### config.mk
export PLATFORM = sky130hd
export DESIGN_NAME = sparse_24_encoder_flat
export DESIGN_NICKNAME = d
export VERILOG_FILES = /design/src/rtl/sparse_pkg.sv /design/src/rtl/sparse_24_encoder_if.sv /design/src/rtl/sparse_24_select.sv /design/src/rtl/sparse_24_encoder.sv /design/src/flat_wrapper.sv
export SDC_FILE = /design/constraint.sdc
export NUM_CORES = 1
export LEC_CHECK = 0
export ABC_AREA = 1
export BUFFER_PORTS_ARGS = -buffer_cell sky130_fd_sc_hd__buf_2
export CAP_MARGIN = 25
export CORE_MARGIN = 2
export CORE_UTILIZATION = 52
export DETAILED_ROUTE_END_ITERATION = 7
export HOLD_SLACK_MARGIN = 0.1
export PLACE_DENSITY = 0.81
export SLEW_MARGIN = 10
export SYNTH_ARGS = -nofsm -noshare
export SYNTH_HDL_FRONTEND = slang
export SYNTH_SLANG_ARGS = --single-unit
### constraint.sdc
create_clock -name clk -period 3.3 [get_ports clk]
set_input_delay 0 -clock clk [delete_from_list [all_inputs] [get_ports clk]]
set_output_delay 0 -clock clk [all_outputs]
set_load 0.1 [all_outputs]
### src/rtl/sparse_pkg.sv
// Shared types for the 2:4 structured-sparsity path (encoder and core loader).
package sparse_pkg;
    localparam int SPARSE_N = 2;
    localparam int SPARSE_M = 4;
    localparam int ELEM_W   = 8;

    typedef logic signed [ELEM_W-1:0] elem_t;
    typedef elem_t [SPARSE_M-1:0] dense_row_t;

    typedef struct packed {
        elem_t      val_0;
        elem_t      val_1;
        logic [1:0] idx_0;
        logic [1:0] idx_1;
    } sparse_packet_t;

    typedef enum logic [2:0] {IDLE, LOAD, WR0, WR1, DONE} enc_state_t;
endpackage

### src/rtl/sparse_24_encoder_if.sv
// Dense-row input stream plus the shared weight/index memory write port.
interface sparse_24_encoder_if import sparse_pkg::*; #(
    parameter int ADDR_W = 10,
    parameter int DATA_W = 8
) ();
    logic              in_valid;
    logic              in_ready;
    dense_row_t        in_row;
    logic              mem_we;
    logic [ADDR_W-1:0] mem_addr;
    logic [DATA_W-1:0] mem_wdata;
    logic [1:0]        mem_widx;

    modport master (output in_valid, in_row,
                    input  in_ready, mem_we, mem_addr, mem_wdata, mem_widx);
    modport slave  (input  in_valid, in_row,
                    output in_ready, mem_we, mem_addr, mem_wdata, mem_widx);
endinterface

### src/rtl/sparse_24_select.sv
// Combinational 2-of-4 picker: keeps the two largest magnitudes, ascending by index.
module sparse_24_select import sparse_pkg::*; (
    input  dense_row_t     row,
    output sparse_packet_t pkt,
    output logic           prune
);
    logic [ELEM_W:0]   mag [SPARSE_M];
    logic [2:0]        nz;
    logic [2:0]        rank;
    logic [SPARSE_M-1:0] keep;
    logic              found;

    always_comb begin
        nz    = '0;
        rank  = '0;
        keep  = '0;
        found = 1'b0;
        pkt   = '0;
        for (int i = 0; i < SPARSE_M; i++) begin
            mag[i] = row[i][ELEM_W-1] ? ((ELEM_W+1)'(0) - {1'b1, row[i]}) : {1'b0, row[i]};
            if (row[i] != '0) nz = nz + 3'd1;
        end
        // Rank each lane by magnitude, lower index winning ties; zeros rank below
        // every nonzero, so the nz<=2 padding cases fall out of the same rule.
        for (int i = 0; i < SPARSE_M; i++) begin
            rank = '0;
            for (int j = 0; j < SPARSE_M; j++)
                if (j != i && (mag[j] > mag[i] || (mag[j] == mag[i] && j < i)))
                    rank = rank + 3'd1;
            keep[i] = (rank < 3'(SPARSE_N));
        end
        for (int i = 0; i < SPARSE_M; i++) begin
            if (keep[i]) begin
                if (!found) begin
                    pkt.val_0 = row[i];
                    pkt.idx_0 = 2'(i);
                    found     = 1'b1;
                end else begin
                    pkt.val_1 = row[i];
                    pkt.idx_1 = 2'(i);
                end
            end
        end
        prune = (nz > 3'(SPARSE_N));
    end
endmodule

### src/rtl/sparse_24_encoder.sv
// Streaming 2:4 sparsity compressor writing packets to base+2r / base+2r+1.
// Optional pruned-row counter enabled by SPARSE_ENC_STATS_EN.
module sparse_24_encoder import sparse_pkg::*; #(
    parameter int NUM_ROWS = 4,
    parameter int ADDR_W   = 10,
    parameter int DATA_W   = 8
) (
    input  logic              clk,
    input  logic              rst,
    input  logic              start,
    input  logic [ADDR_W-1:0] base_addr,
    sparse_24_encoder_if.slave bus,
    output logic              busy,
    output logic              done,
    output logic [15:0]       pruned_cnt
);
    localparam int R_W = (NUM_ROWS > 1) ? $clog2(NUM_ROWS) : 1;

    enc_state_t        state, state_nxt;
    logic [R_W-1:0]    r;
    logic [ADDR_W-1:0] base_q, row_addr;
    elem_t             val_1_q;
    logic [1:0]        idx_1_q;
    logic              we_q;
    logic [ADDR_W-1:0] addr_q;
    logic [DATA_W-1:0] wdata_q;
    logic [1:0]        widx_q;
    sparse_packet_t    sel_pkt;
    logic              sel_prune;
    logic              last_row, accept;

    sparse_24_select u_select (.row(bus.in_row), .pkt(sel_pkt), .prune(sel_prune));

    assign row_addr = base_q + (ADDR_W'(r) << 1);
    assign last_row = (r == R_W'(NUM_ROWS - 1));
    assign accept   = (state == LOAD) && bus.in_valid;

    always_ff @(posedge clk) begin
        if (rst) state <= IDLE;
        else     state <= state_nxt;
    end

    always_comb begin
        state_nxt    = state;
        bus.in_ready = 1'b0;
        busy         = (state != IDLE);
        done         = 1'b0;
        case (state)
            IDLE: if (start) state_nxt = LOAD;
            LOAD: begin
                bus.in_ready = 1'b1;
                if (bus.in_valid) state_nxt = WR0;
            end
            WR0:  state_nxt = WR1;
            WR1:  state_nxt = last_row ? DONE : LOAD;
            DONE: begin
                done      = 1'b1;
                state_nxt = IDLE;
            end
            default: state_nxt = IDLE;
        endcase
    end

    // Memory port is loaded one edge ahead so WR0/WR1 see registered outputs.
    always_ff @(posedge clk) begin
        if (rst) begin
            r       <= '0;
            base_q  <= '0;
            val_1_q <= '0;
            idx_1_q <= '0;
            we_q    <= 1'b0;
            addr_q  <= '0;
            wdata_q <= '0;
            widx_q  <= '0;
        end else begin
            we_q <= 1'b0;
            case (state)
                IDLE: if (start) begin
                    base_q <= base_addr;
                    r      <= '0;
                end
                LOAD: if (bus.in_valid) begin
                    val_1_q <= sel_pkt.val_1;
                    idx_1_q <= sel_pkt.idx_1;
                    we_q    <= 1'b1;
                    addr_q  <= row_addr;
                    wdata_q <= DATA_W'(sel_pkt.val_0);
                    widx_q  <= sel_pkt.idx_0;
                end
                WR0: begin
                    we_q    <= 1'b1;
                    addr_q  <= row_addr + ADDR_W'(1);
                    wdata_q <= DATA_W'(val_1_q);
                    widx_q  <= idx_1_q;
                end
                WR1: if (!last_row) r <= r + R_W'(1);
                default: ;
            endcase
        end
    end

    assign bus.mem_we    = we_q;
    assign bus.mem_addr  = addr_q;
    assign bus.mem_wdata = wdata_q;
    assign bus.mem_widx  = widx_q;

`ifdef SPARSE_ENC_STATS_EN
    logic [15:0] cnt_q;
    always_ff @(posedge clk) begin
        if (rst)                                        cnt_q <= '0;
        else if (state == IDLE && start)                cnt_q <= '0;
        else if (accept && sel_prune && cnt_q != 16'hFFFF) cnt_q <= cnt_q + 16'd1;
    end
    assign pruned_cnt = cnt_q;
`else
    logic unused_stats;
    assign unused_stats = sel_prune & accept;
    assign pruned_cnt   = '0;
`endif
endmodule

### src/flat_wrapper.sv
// flat-port wrapper written by rule: the top's interface ports become plain ports
module sparse_24_encoder_flat import sparse_pkg::*;
#(
    parameter int NUM_ROWS = 4,
    parameter int ADDR_W   = 10,
    parameter int DATA_W   = 8
)
  (clk, rst, start, base_addr, busy, done, pruned_cnt, bus_in_valid, bus_in_row, bus_in_ready, bus_mem_we, bus_mem_addr, bus_mem_wdata, bus_mem_widx);
  sparse_24_encoder_if #(.ADDR_W(ADDR_W), .DATA_W(DATA_W)) bus_i ();
  input  logic clk;
  input  logic rst;
  input  logic start;
  input  logic [ADDR_W-1:0] base_addr;
  output logic busy;
  output logic done;
  output logic [15:0] pruned_cnt;
  input wire logic [$bits(bus_i.in_valid)-1:0] bus_in_valid;
  input wire logic [$bits(bus_i.in_row)-1:0] bus_in_row;
  output wire logic [$bits(bus_i.in_ready)-1:0] bus_in_ready;
  output wire logic [$bits(bus_i.mem_we)-1:0] bus_mem_we;
  output wire logic [$bits(bus_i.mem_addr)-1:0] bus_mem_addr;
  output wire logic [$bits(bus_i.mem_wdata)-1:0] bus_mem_wdata;
  output wire logic [$bits(bus_i.mem_widx)-1:0] bus_mem_widx;
  assign bus_i.in_valid = bus_in_valid;
  assign bus_i.in_row = bus_in_row;
  assign bus_in_ready = bus_i.in_ready;
  assign bus_mem_we = bus_i.mem_we;
  assign bus_mem_addr = bus_i.mem_addr;
  assign bus_mem_wdata = bus_i.mem_wdata;
  assign bus_mem_widx = bus_i.mem_widx;
  sparse_24_encoder #(.NUM_ROWS(NUM_ROWS), .ADDR_W(ADDR_W), .DATA_W(DATA_W)) u_core (.clk(clk), .rst(rst), .start(start), .base_addr(base_addr), .bus(bus_i), .busy(busy), .done(done), .pruned_cnt(pruned_cnt));
endmodule
==> flow_summary.toml <==
[run_status]
status = "finished, violations left"
violations = "setup timing"

[synthesis]
synthCells = 737
ys_ff_latch = 46
synth_area_per_cell_sq_um = 6.80
yosysWarnings = 0
netlist_top_cells_area = "dfxtp_1 (18%), ha_1 (17%), nand2_1 (11%)"
netlist.area_leader.share = 0.184
ys_async_sr_fraction = 0
synth_area_sq_um = 5010
ys.flop_type = "dfxtp_1"
synth_seq_area_share = 0.184
post-synth-top-area-cell = "dfxtp_1"
ys_types = 54
synth-edff-count = 0

[timing]
tightest_slew_ns = 0.593
setup_viol = 3
fmax_ghz = 0.300
relSlewSlack = 0.601
finalMaxSlewViolations = 0
grt_setup_unrepaired = "yes"
hold_violations = 0
clock_skew_ns = 0.0135
fin_ws_ns = -0.0294
fin_crit_ns = 3.33
fin_crit_sh = 1.01

[floorplanning]
fp-row-count = 35
die_w_microns = 102
initial_utilization = 0.540
coreArea_sq_um = 9280
ios = 86
die_area_sq_um = 10400
die_y_microns = 102

[routing]
wl_met2_microns = 8220
drc_errors = 0
wl_met1_microns = 6640
routed_via_density = 5.59
vias = 5950
highest_layer = "met4"
drt_iter0_markers = 580
ant_nets = 0
firstDrtPassIters = 5
totalWireLength_microns = 17000
wl_met3_microns = 1260
wl_per_cell_microns = 16.0

[clock_network]
cts_buffers = 5
clockBufferDepth = 2
root_buffer = "clkbuf_8"
insertion_delay_ns = 0.30
htree_levels = 2
tritoncts = "yes"
cts.sinks = 46
clk_pin_slew_ns = 0.08

[critical_path]
required_ns = 3.53
path_class = "in -> reg"
reg2reg_depth = 9
path_max_fanout = 5
worstSetupEndpointType = "register"
critPathLaunchType = "input pin"
worstPathArrival_ns = 3.56

[global_route]
grt_pass1_wl_microns = 23900
overflow = 0
grt_max_degree = 29
antenna_found_initial = 0
track_usage = 0.288
grt_pass1_vias = 5176

[cells_and_area]
stdcell_count = 1064
fillCellCount = 671
num_antenna_cells = 0
finalInstanceArea_sq_um = 6940
area_growth_pct = 38.4
nets = 1048
drive_gt1_frac = 0.336

[pwr]
power.leakage_nw = 3.49
power_density_nw_per_um2 = 424
vdd_drop_max_mv = 0.182
power_mw = 2.94

[placement]
place_area_sq_um = 6160
place_hpwl_microns = 11800
portBuffers = 69
dpl.cell_count = 1028
gp_congestion = 0.984

[min_path]
hp-class = "in -> reg"
min_path_cells = 5

[flow_run]
cap_violations = 0
-- repair_timing --
action	4_1_cts	5_1_grt
buffers inserted	2	9
gates cloned	0	2
endpoints found under the hold margin	11	0
endpoints found under the setup margin	17	20
pin swaps	2	40
gates resized for setup	4	99
hold buffers	15	0
-- stage by stage --
stage | utilization | hold WS, ns | setup WS, ns | setup TNS (ns)
final | 0.747 | 0.106 | -0.0294 | -0.0733
after global routing | 0.747 | 0.119 | -0.197 | -2.32
after CTS | 0.692 | 0.104 | 0.0155 | 0
after detailed placement | 0.663 | 0.283 | -0.483 | -7.46
after global placement | 0.663 | 0.278 | -0.437 | -6.62
after floorplan | - | 0.165 | 0.100 | 0
-- final timing paths --
| path | startpoint | end | slack (ns) |
|---|---|---|---|
| setup / recovery | bus_in_row[8] | u_core.val_1_q[0]$_SDFFE_PP0P_ | -0.03 |
| hold / removal | bus_in_row[29] | u_core.val_1_q[5]$_SDFFE_PP0P_ | 0.11 |
| setup reg to reg | u_core.state[0]$_SDFFE_PP0P_ | u_core.bus.mem_addr[2]$_SDFFE_PP0P_ | 0.90 |
| hold reg to reg | u_core.bus.mem_addr[5]$_SDFFE_PP0P_ | u_core.bus.mem_addr[5]$_SDFFE_PP0P_ | 0.46 |
-- worst max-delay path, cell delays in order --
cell and delay, ns:
buf_2 0.12, buf_4 0.13, nor3_1 0.16, inv_1 0.08, nor3_1 0.18, inv_1 0.09, nand2_1 0.08, xor2_1 0.23
inv_1 0.09, ha_1 0.35, nand3_1 0.14, a21oi_1 0.09, nor2_1 0.19, inv_2 0.08, nor2_4 0.17, ha_4 0.23
o21ai_2 0.16, o21ai_4 0.11, buf_4 0.15, nor3_1 0.22, nand2_1 0.11, o21ai_2 0.08, nand2_1 0.07, nand2_1 0.06
nand2_1 0.05, a21oi_1 0.12
-- per-layer routing --
metal  up-vias  track usage
met5         -            0
met3        86       0.0321
met1      2723        0.368
li1       2810            -
met4         0       0.0728
met2       331        0.515
-- cells in the final DEF (no fill, tap or decap), types with 4 or more instances in the layout --
master	synthesis	routed
nand3_2	3	6
buf_2	4	69
conb_1	2	28
nor2_1	40	37
nand2_2	10	18
buf_6	0	6
a22o_1	7	7
dlygate4sd3_1	0	15
ha_1	67	59
dfxtp_1	46	46
nand2_4	5	7
clkbuf_8	0	5
inv_2	3	12
xor2_1	20	15
a31oi_1	5	5
a21oi_1	51	44
nor2_4	1	4
nand4_1	16	16
buf_4	17	102
nand2_1	145	134
o22ai_1	9	8
xor2_2	0	5
nor3_2	0	7
nor3_1	19	11
inv_1	118	106
o21ai_0	28	24
nand3_1	44	40
ha_4	0	6
a21oi_2	8	15
o21ai_2	11	17
-- cells in the mapped netlist (all sizes together) (5+ instances only) --
cell,count
a22o,7
o21ai,45
nor2,44
dfxtp,46
nand3,48
o22ai,9
nand4,16
clkbuf,7
nand2,162
buf,25
ha,67
a31oi,5
inv,121
xor2,20
a21oi,59
nor3,19
-- sequential cells by signal, summed over array words and instances, names as in the netlist --
signal,cells
u_core.idx_1_q,2
u_core.bus.mem_addr,10
u_core.bus.mem_widx,2
u_core.r,2
u_core.val_1_q,8
u_core.bus.mem_we,1
u_core.state,3
u_core.base_q,10
u_core.bus.mem_wdata,8
-- cell families (layout without fill, tap and decap cells) --
logic type,count (synthesis),in the layout,synth area share
AOI/OAI and AO/OA,145,145,0.181
xor gates and xnor gates,22,22,0.0385
adders and majority gates,68,68,0.171
buffers and inverters,155,326,0.136
DFF,46,46,0.184
other,2,28,0.00150
and+or+nand+nor,299,300,0.287
-- area by class of cell --
| type | instances | area, sq um | share of cell area |
|---|---|---|---|
| multi-input combinational | 563 | 3900 | 0.563 |
| timing repair buffer | 195 | 1390 | 0.200 |
| sequential | 46 | 921 | 0.133 |
| inverter | 123 | 474 | 0.0684 |
| tap | 129 | 161 | 0.0233 |
| clock buffer | 6 | 72.6 | 0.0105 |
| clock inverter | 2 | 13.8 | 0.00198 |
-- where the power goes --
part	leakage, nW	switching, mW	internal (mW)
clock network	0.0452	0.199	0.150
logic	3.07	1.23	0.722
registers	0.375	0.0322	0.604
total	3.49	1.46	1.48
(Power assumes the default switching activity.)
